--- src/rtl/stupidrv_memarb.sv ---
// Shares one single-port synchronous SRAM between instruction fetch (I) and data
// load/store (D). Data wins ties, but a streak limit forces fetch through.
module stupidrv_memarb #(
  parameter int MEM_WORDS  = 1024,
  parameter int MAX_STREAK = 3,
  localparam int AW = $clog2(MEM_WORDS)
) (
  input  logic          clock,
  input  logic          reset,
  input  logic          i_req,
  input  logic [31:0]   i_addr,
  output logic          i_gnt,
  output logic          i_rvalid,
  output logic [31:0]   i_rdata,
  input  logic          d_req,
  input  logic [31:0]   d_addr,
  input  logic [3:0]    d_wstrb,
  input  logic [31:0]   d_wdata,
  output logic          d_gnt,
  output logic          d_rvalid,
  output logic [31:0]   d_rdata,
  output logic          stall,
  output logic          mem_en,
  output logic [AW-1:0] mem_addr,
  output logic [3:0]    mem_wstrb,
  output logic [31:0]   mem_wdata,
  input  logic [31:0]   mem_rdata
);

  localparam int SW = $clog2(MAX_STREAK + 1);
  localparam logic [SW-1:0] STREAK_MAX = SW'(MAX_STREAK);

  typedef enum logic [1:0] {
    OWN_NONE = 2'd0,
    OWN_I    = 2'd1,
    OWN_D    = 2'd2
  } owner_t;

  logic [SW-1:0] streak;
  owner_t        owner_p1;
  owner_t        owner_nxt;
  logic          force_i;

  // Stage 0: combinational arbitration and SRAM request mux
  always_comb begin
    force_i   = (streak == STREAK_MAX);
    d_gnt     = !reset && d_req && !(i_req && force_i);
    i_gnt     = !reset && i_req && !d_gnt;
    stall     = !reset && ((i_req && !i_gnt) || (d_req && !d_gnt));
    mem_en    = i_gnt || d_gnt;
    mem_addr  = d_gnt ? d_addr[AW+1:2] : i_addr[AW+1:2];
    mem_wstrb = d_gnt ? d_wstrb : 4'b0000;
    mem_wdata = d_wdata;
  end

  // Only reads produce a response; a D write leaves nothing in flight.
  always_comb begin
    owner_nxt = OWN_NONE;
    if (i_gnt) begin
      owner_nxt = OWN_I;
    end else if (d_gnt && (d_wstrb == 4'b0000)) begin
      owner_nxt = OWN_D;
    end
  end

  // Stage 1: response owner and fetch-starvation streak
  always_ff @(posedge clock or posedge reset) begin
    if (reset) begin
      owner_p1 <= OWN_NONE;
      streak   <= '0;
    end else begin
      owner_p1 <= owner_nxt;
      if (!i_req || i_gnt) begin
        streak <= '0;
      end else if (d_gnt && (streak != STREAK_MAX)) begin
        streak <= streak + SW'(1);
      end
    end
  end

  assign i_rvalid = (owner_p1 == OWN_I);
  assign d_rvalid = (owner_p1 == OWN_D);
  assign i_rdata  = mem_rdata;
  assign d_rdata  = mem_rdata;

endmodule

--- config.mk ---
export PLATFORM = sky130hd
export DESIGN_NAME = stupidrv_memarb
export DESIGN_NICKNAME = d
export VERILOG_FILES = /design/src/rtl/stupidrv_memarb.sv
export SDC_FILE = /design/constraint.sdc
export NUM_CORES = 1
export LEC_CHECK = 0
export CAP_MARGIN = 25
export CORE_AREA = 2 2 98 100
export DETAILED_ROUTE_END_ITERATION = 12
export DIE_AREA = 0 0 100 102
export GPL_TIMING_DRIVEN = 0
export REMOVE_ABC_BUFFERS = 1
export SKIP_LAST_GASP = 1
export SLEW_MARGIN = 20
export SYNTH_ARGS = -nofsm -noshare
export SYNTH_HDL_FRONTEND = slang
export SYNTH_SLANG_ARGS = --single-unit
--- constraint.sdc ---
create_clock -name clock -period 2.2 [get_ports clock]
set_clock_uncertainty 0.1 [all_clocks]
set_input_delay 0.44 -clock clock [delete_from_list [all_inputs] [get_ports clock]]
set_output_delay 0.44 -clock clock [all_outputs]
set_load 0.1 [all_outputs]
# Word level (Yosys, flattened, before mapping)

Cells that the tools add are included.

Add/subtract/negate cells: 1
Eq/ne operators: 4
Multiplexer cells: 6
Reduce and logical (&&, ||, !) cells: 20

Operators with widths:

| kind                  | count |
|---|---|
| $logic_and A1 B1 Y1   | 10 |
| $mux W10              | 1 |
| $mux W2               | 4 |
| $logic_not A1 Y1      | 5 |
| $eq A2 B2 Y1 const B  | 2 |
| $logic_not A4 Y1      | 1 |
| $mux W4               | 1 |
| $logic_or A1 B1 Y1    | 3 |
| $add A2 B1 Y2 const B | 1 |
| $eq A2 B1 Y1 const B  | 1 |
| $ne A2 B2 Y1 const B  | 1 |
| $reduce_bool A2 Y1    | 1 |

Bits in registers: 4
Word-level logic and storage cells: 33
Output and inout bits: 116

# Logic depth before layout (Yosys ltp)

Gate-level depths: netlist of the first run.

Depth in word-level cells: 10
Gate-level depth with buffers: 4
Gate-level depth less buffers: 4

# Least setup slack after synthesis of the first run

Ideal clock, no wire load.

Path kind: input port to output port
From: input port d_req
To: output port i_gnt
Path buffers: 1
Data arrival time: 3229 ps
Data required time: 1660 ps
Slack: -1569 ps
Stages on the path: 4
Cells stage by stage: nor2b_2 a21boi_4 buf_8 nor3b_1

Cells in the longest elaborated chain, start to end: 4

RTL lines:

| what                              | line | text |
|---|---|---|
| start: declaration                | 15   | `input logic d_req,` |
| $logic_and A1 B1 Y1 (2 in series) | 47   | `d_gnt = !reset && d_req && !(i_req && force_i);` |
| via d_gnt                         | 19   | `output logic d_gnt,` |
| $logic_not A1 Y1                  | 48   | `i_gnt = !reset && i_req && !d_gnt;` |
| $logic_and A1 B1 Y1               | 48   |  |
| end: declaration                  | 12   | `output logic i_gnt,` |

The timed path passes the listed nets, and every way through them passes these cells.

# Worst setup path after layout of the first run

From: register streak[0]
To: output port mem_addr[0]

Cells in the longest elaborated chain, start to end: 5

RTL lines:

| what                     | line | text |
|---|---|---|
| start: declaration       | 39   | `logic [SW-1:0] streak;` |
| start signal: assignment | 76   | `streak <= streak + SW'(1);` |
| $eq A2 B2 Y1             | 46   | `force_i = (streak == STREAK_MAX);` |
| $logic_and A1 B1 Y1      | 47   |  |
| $logic_not A1 Y1         | 47   |  |
| $logic_and A1 B1 Y1      | 47   |  |
| $mux W10                 | 51   | `mem_addr = d_gnt ? d_addr[AW+1:2] : i_addr[AW+1:2];` |
| end: declaration         | 24   | `output logic [AW-1:0] mem_addr,` |

No other way between the ends.

==> summary.md, run 1 <==
| Metric | Value |
|---|---|
| Status | `finished with violations` |
| Failing checks | `negative setup slack` |
| FMAX | `453 MHz` |
| Port Buf Inserts | `47` |
| Count leader, synth | `buf_4` |
| Final number of setup-violating endpoints | `5` |
| Sequential fraction of the synthesis area | `8.95%` |
| CP top delay family | `flip-flops` |
| Most common library cells after synthesis | `buf_4, mux2_2, and2_2` |
| Row count | `35` |
| Netlist cell types | `16` |
| Total CTS buffers | `3` |
| First-pass GRT wire length | `12,200 um` |
| Design Power | `~600 uW` |
| Share of cells above drive strength 1 | `54.3%` |
| Design Area, Final | `1260 um2` |
| Pwr Density | `between 400 and 500 nW/um2` |
| Area of the core | `9110 um2` |
| Vias/cell | `3.70` |
| GPL Wtd Cong | `0.802` |
| WS Path Type | `flop to output port` |
| Largest net degree at the start of global routing | `9` |
| Worst skew pair latency | `0.22 ns` |
| Setup ws final | `-0.00987 ns` |
| Non-filler instance count after layout | `205` |
| I/O pin cnt | `252` |
| Routed length per placed instance | `50.7 um` |
| Period Utilization, post-route | `100%` |
| Routed wire length | `just over 10,000 um` |
| Area post-placement | `992 um2` |
| CP required | `1.66 ns` |
| Grt ovf | `0` |
| Worst-Margin Slew | `1.07 ns` |
| VDD IR max | `245 uV` |
| Slew HR | `roughly 29%` |
| CTS H-tree depth | `1` |
| Drt pass-1 iters | `3` |
| Max Buffers Root-to-Sink | `2` |
| Crit-path max FO | `5` |
| Hold-fix buffer count after cts | `0` |
| Die width | `around 100 um` |
| Die area | `10,200 um2` |
| Top cells by area, synth | `buf_4, dfrtp_1, mux2_2, and2_2, mux2_4` |
| Root Buffer | `clkbuf_8` |
| Main synth FF type | `dfrtp_1` |
| Synth-to-Final Area Change | `13.0%` |
| Synthesized flop and latch total | `4` |
| CP Launch Point | `streak[0]` |
| Antenna cell count | `0` |
| Tot GR Track Use | `19.9%` |
| Asr flop ratio synth | `100%` |
| Die Height | `around 100 um` |
| Fillers | `1,039` |
| Worst Path Buf+Inv | `2` |
| Critical path cell sequence | `ha_4 -> a21boi_4 -> buf_6 -> mux2_4 -> buf_12` |
| Initial antenna violation count | `0` |
| Slowest stage delay, CP | `0.40 ns` |
| Vias in the first global route | `838` |
| EDFF count, synth | `0` |
| Hold Slack | `about 0.073 ns` |
| Post-route DRC | `0` |
| Dpl cells | `194` |
| Nets | `between 200 and 250` |
| Via count | `759` |
| Crit-path slowest cell | `dfrtp_1` |
| 1st-iter DRT viols | `19` |
| Synthesized area per cell | `8.41 um2` |
| Clock sinks | `4` |
| Data arrival time of the critical path | `1.67 ns` |
| Hpwl dp | `9620 um` |
| Max-Cap Viols | `0` |
| Post-synth top area share | `64.4%` |
| Leak pwr | `0.532 nW` |
| Dominant cell type by area after synthesis | `buf_4` |
| Clock period minus final worst setup slack | `2.21 ns` |
| Crit end category | `output port` |
| CTS tree | `done` |
| Ys Warns | `0` |
| Starting Density | `roughly 12%` |
| Unrepaired setup endpoints after global routing | `yes` |
| Final Slew Violations | `0` |
| Crit path launch type | `flop` |
| Mapped Cells | `133` |
| Post-Syn Area | `1120 um2` |
| Post-route ant nets | `0` |
| Reg clk slew, reported paths | `0.03 ns` |
| Min-Delay Path Class | `primary input to async pin` |
| Reg2reg start | `streak[0]` |
| Final Hold Violating Endpoints | `0` |
[layout make-up]
cell class	instances	area, um2	area share, %
Tap cell	111	139	11.0
Clock buffer	3	41.3	3.27
Multi-Input combinational cell	30	324	25.6
Timing Repair Buffer	55	652	51.6
Sequential cell	4	100	7.92
Inverter	2	7.51	0.594
[cell families after synthesis]
family | count (synthesis) | share of synthesized area (%)
AND/OR/NAND/NOR | 16 | 9.28
AO/OA/AOI/OAI | 3 | 3.13
flip-flops | 4 | 8.95
multiplexers | 10 | 11.1
adder cells (fa/ha/maj) | 1 | 1.12
buffers and inverters | 99 | 66.4
[routing by layer]
metal	global-route usage, %	up-vias	wire, um	share of wire (%)
li1	-	242	-	-
met1	4.23	268	788	7.6
met2	39.0	213	5570	54
met3	26.9	36	3170	30
met4	14.6	0	868	8.3
met5	2.88	-	0	0
[layout by cell type, fill, tap and decap left out]
master and instances:
a21boi_4 1, a22oi_1 1, a32oi_1 1, and2_2 6
buf_12 12, buf_2 2, buf_4 5, buf_6 6
clkbuf_4 1, clkbuf_8 3, clkdlybuf4s15_2 2, clkdlybuf4s50_1 24
dfrtp_1 4, dlygate4sd2_1 3, ha_4 1, inv_1 2
mux2_4 10, nor2_1 3, nor2b_1 4, nor2b_4 1
nor3b_2 1, nor4_1 1
[power by group]
group          internal (mW)  leakage, nW  switching, mW
Combinational          0.149        0.456          0.216
Clock                  0.116       0.0216         0.0361
Sequential            0.0766       0.0544        0.00204
[path summary, 6_finish.rpt]
check | to | slack (ns) | depth (start not counted)
max in group asynchronous | owner_p1[0] | 1.77 | 2
hold reg to reg | streak[1] | 0.60 | 3
setup reg to reg | streak[0] | 0.89 | 6
hold / removal | owner_p1[1] | 0.07 | 2
min in group clock | owner_p1[0] | 0.42 | 2
setup / recovery | mem_addr[0] | -0.01 | 5
[flip-flops by register name (all words and copies together), names as in the netlist]
name	flops
streak	2
owner_p1	2
[what timing repair did]
item | 4_1_cts | 5_1_grt
endpoints found under the hold margin | 0 | 0
resized for setup | 167 | 3
setup endpoints to repair | 20 | 14
pin swaps | 2 | 2
buffers inserted | 8 | 1
gates cloned | 2 | 0
[through the flow]
step	util, %	TNS, ns	setup WS, ns
2_1_floorplan	-	-8.77	-1.54
3_3_place_gp	10.9	-23.34	-1.40
3_5_place_dp	10.9	-23.86	-1.44
4_1_cts	14.5	-0.337	-0.0395
5_1_grt	13.9	-0.655	-0.0779
6_report	13.9	-0.0373	-0.00987
(Power assumes the default switching activity.)
==> run 2, diff against run 1 <==
==> constraint.sdc (replaced) <==
create_clock -name clock -period 2.2 [get_ports clock]
set_clock_uncertainty 0.1 [all_clocks]
set_input_delay 0.22 -clock clock [delete_from_list [all_inputs] [get_ports clock]]
set_output_delay 0.22 -clock clock [all_outputs]
set_load 0.02 [all_outputs]
==> run 2 against run 1 <==
- clock power barely moved
- fmax rose by 2.8%
- via count fell by 3.8%
- sequential share of layout area rose by 1.8 points
- count of clock-buffer cells in the layout did not move
- cell count fell by 2.9%
- the run now ends clean
- largest power group unchanged
- hold slack got worse by 0.034 ns
- critical endpoint is now mem_addr[5]
- first-iteration DRC count fell by 37%
- power fell by 35%
- sequential power barely moved
- largest cell class unchanged
- combinational power fell by 57%
- critical path depth rose by 1
==> summary.md, run 2 (same netlist as run 1, synthesis figures left out) <==
| Metric | Value |
|---|---|
| Hold-fix buffer count after cts | `0 (unchanged)` |
| Die width | `100 um (unchanged)` |
| Place WS | `-0.528 ns (+0.908 ns)` |
| Root Buffer | `clkbuf_8` |
| Commonest non-fill, non-tap cell in the layout | `clkdlybuf4s50_1` |
| Die area | `10,200 um2 (unchanged)` |
| Antenna cell count | `0 (unchanged)` |
| Max Buffers Root-to-Sink | `2 (unchanged)` |
| Final number of setup-violating endpoints | `0 (-5)` |
| Routed length per placed instance | `50.9 um (+0.37%)` |
| Post-route ant nets | `0 (unchanged)` |
| 1st-iter DRT viols | `12 (-7)` |
| Design Area, Final | `1030 um2 (-19%)` |
| Final Slew Violations | `0 (unchanged)` |
| FMAX | `465 MHz (+2.8%)` |
| Hpwl dp | `9620 um (unchanged)` |
| First-pass GRT wire length | `11,500 um (-5.4%)` |
| Min-Delay Path Class | `primary input to async pin` |
| Unrepaired setup endpoints after global routing | `yes` |
| Synth-to-Final Area Change | `-8.05%` |
| Clock sinks | `4 (unchanged)` |
| CTS tree | `done` |
| Fillers | `1,068 (+2.8%)` |
| Final Hold Violating Endpoints | `0 (unchanged)` |
| Crit path launch type | `primary input` |
| Total CTS buffers | `3 (unchanged)` |
| Register area | `100 um2 (unchanged)` |
| Tot GR Track Use | `19.1% (-0.83 points)` |
| Critical path cell sequence | `clkdlybuf4s50_1 -> nor2b_4 -> a21boi_4 -> buf_12 -> mux2_2 -> clkdlybuf4s15_1` |
| Crit end category | `output port` |
| Worst-Margin Slew | `0.331 ns (-0.744 ns)` |
| Most frequent cells in the layout | `clkdlybuf4s50_1, mux2_2, clkbuf_2` |
| Post-route DRC | `0 (unchanged)` |
| Power share of the clock group | `39.0% (+13 points)` |
| Register share of total power | `20.3% (+7.1 points)` |
| Logic pwr share | `40.6% (-21 points)` |
| Grt ovf | `0 (unchanged)` |
| VDD IR max | `196 uV (-20%)` |
| Final core utilization | `11.3% (-2.6 points)` |
| WS Path Type | `primary input to output port` |
| Sw Pwr | `100 uW (-61%)` |
| Slew HR | `77.9% (+49 points)` |
| Non-filler instance count after layout | `199 (-2.9%)` |
| Total negative slack | `0 ns (+0.0373 ns)` |
| Row count | `35 (unchanged)` |
| Nets | `227 (-2.6%)` |
| Top flop regs | `owner_p1 (2), streak (2)` |
| R2R setup slack | `0.86 ns (-0.03 ns)` |
| Data arrival time of the critical path | `1.83 ns (+0.16 ns)` |
| CP required | `1.88 ns (+0.22 ns)` |
| GPL Wtd Cong | `0.802 (unchanged)` |
| Switching Fraction | `26.0% (-17 points)` |
| Leak pwr | `0.426 nW (-20%)` |
| Dpl cells | `194 (unchanged)` |
| Clock period minus final worst setup slack | `2.15 ns (-0.0600 ns)` |
| CP top delay family | `buffers and inverters` |
| Reg2reg start | `streak[0]` |
| CP Launch Point | `d_req` |
| I/O pin cnt | `252 (unchanged)` |
| Die Height | `102 um (unchanged)` |
| Vias in the first global route | `789 (-5.8%)` |
| Area post-placement | `992 um2 (unchanged)` |
| Worst skew pair latency | `0.21 ns (about the same)` |
| Vias/cell | `3.67 (-0.92%)` |
| Largest net degree at the start of global routing | `18 (+9)` |
| Design Power | `385 uW (-35%)` |
| Period Utilization, post-route | `97.7% (-2.7 points)` |
| Area of the multi-input gates | `283 um2 (-13%)` |
| Pwr Density | `374 nW/um2 (-21%)` |
| Crit-path max FO | `17 (+12)` |
| Routed wire length | `10,100 um (-2.6%)` |
| Max-Cap Viols | `0 (unchanged)` |
| Cell Int Power | `285 uW (-17%)` |
| Share of cells above drive strength 1 | `35.2% (-19 points)` |
| Setup ws final | `0.0501 ns (+0.0600 ns)` |
| Port Buf Inserts | `47 (unchanged)` |
| Reg clk slew, reported paths | `0.03 ns (about the same)` |
| Status | `finished, final reports clean` |
| Drt pass-1 iters | `3 (unchanged)` |
| Crit-path slowest cell | `clkdlybuf4s50_1` |
| CTS H-tree depth | `1 (unchanged)` |
| Slowest stage delay, CP | `0.48 ns (+0.08 ns)` |
| Via count | `730 (-3.8%)` |
| Hold Slack | `0.0386 ns (-0.0341 ns)` |
| Starting Density | `12.3% (unchanged)` |
| Initial antenna violation count | `0 (unchanged)` |
| Area of the core | `9110 um2 (unchanged)` |
| Worst Path Buf+Inv | `3 (+1)` |
## run 2: cell count changes in the layout (fill, tap and decap cells not counted), sizes merged
| cell | delta |
|---|---|
| dlymetal6s2s | +1 |
| dlygate4sd2 | +3 |
| buf | -23 |
| clkbuf | +6 |
| clkdlybuf4s50 | +6 |
| clkdlybuf4s15 | +1 |
## run 2: routing by layer
layer	wire (um)	GRT usage (%)
met1	709	3.66
met2	5390	37.0
met3	3160	26.5
met4	868	14.6
met5	0	2.88
## run 2: area by class of cell
cell class              instances  share of cell area (%)
inverters                       2                   0.730
well taps                     111                    13.5
repair buffers                 49                    44.5
clock buffers                   3                    4.01
flip-flops and latches          4                    9.73
multi-input cells              30                    27.5
## run 2: final timing paths
| kind | to | cells after the start |
|---|---|---|
| max | mem_addr[5] | 6 |
| min | streak[0] | 2 |
| max reg2reg | owner_p1[0] | 4 |
| min reg2reg | streak[1] | 2 |
| max in group asynchronous | owner_p1[0] | 2 |
| min in group clock | i_rdata[0] | 0 |
## run 2: worst register-to-register path, delay by kind of cell (launching register included)
kind	cells	cell delay, ns
fa+ha+maj	1	0.23
compound gates	1	0.07
buf+inv	1	0.16
flops	1	0.37
simple gates	1	0.28
## run 2: repair_timing
action	CTS	global route
setup buffers	2	0
setup endpoints to repair	16	11
gates resized for setup	16	20
## run 2: power groups by stage
stage	Sequential [mW]	Combinational [mW]	Clock, mW
finish	0.0783	0.156	0.150
global route	0.0786	0.167	0.163
CTS	0.0783	0.159	0.156
detailed placement	0.0790	0.167	0
global placement	0.0789	0.165	0
floorplan	0.0786	0.0676	0
==> run 3, diff against run 2 <==
--- a/config.mk
+++ b/config.mk
@@ -5,7 +5,6 @@
 export SDC_FILE = /design/constraint.sdc
 export NUM_CORES = 1
 export LEC_CHECK = 0
-export CAP_MARGIN = 25
 export CORE_AREA = 2 2 98 100
 export DETAILED_ROUTE_END_ITERATION = 12
 export DIE_AREA = 0 0 100 102
==> results of run 3 <==
No change in the layout: final DEF, timing and power equal those of run 2.
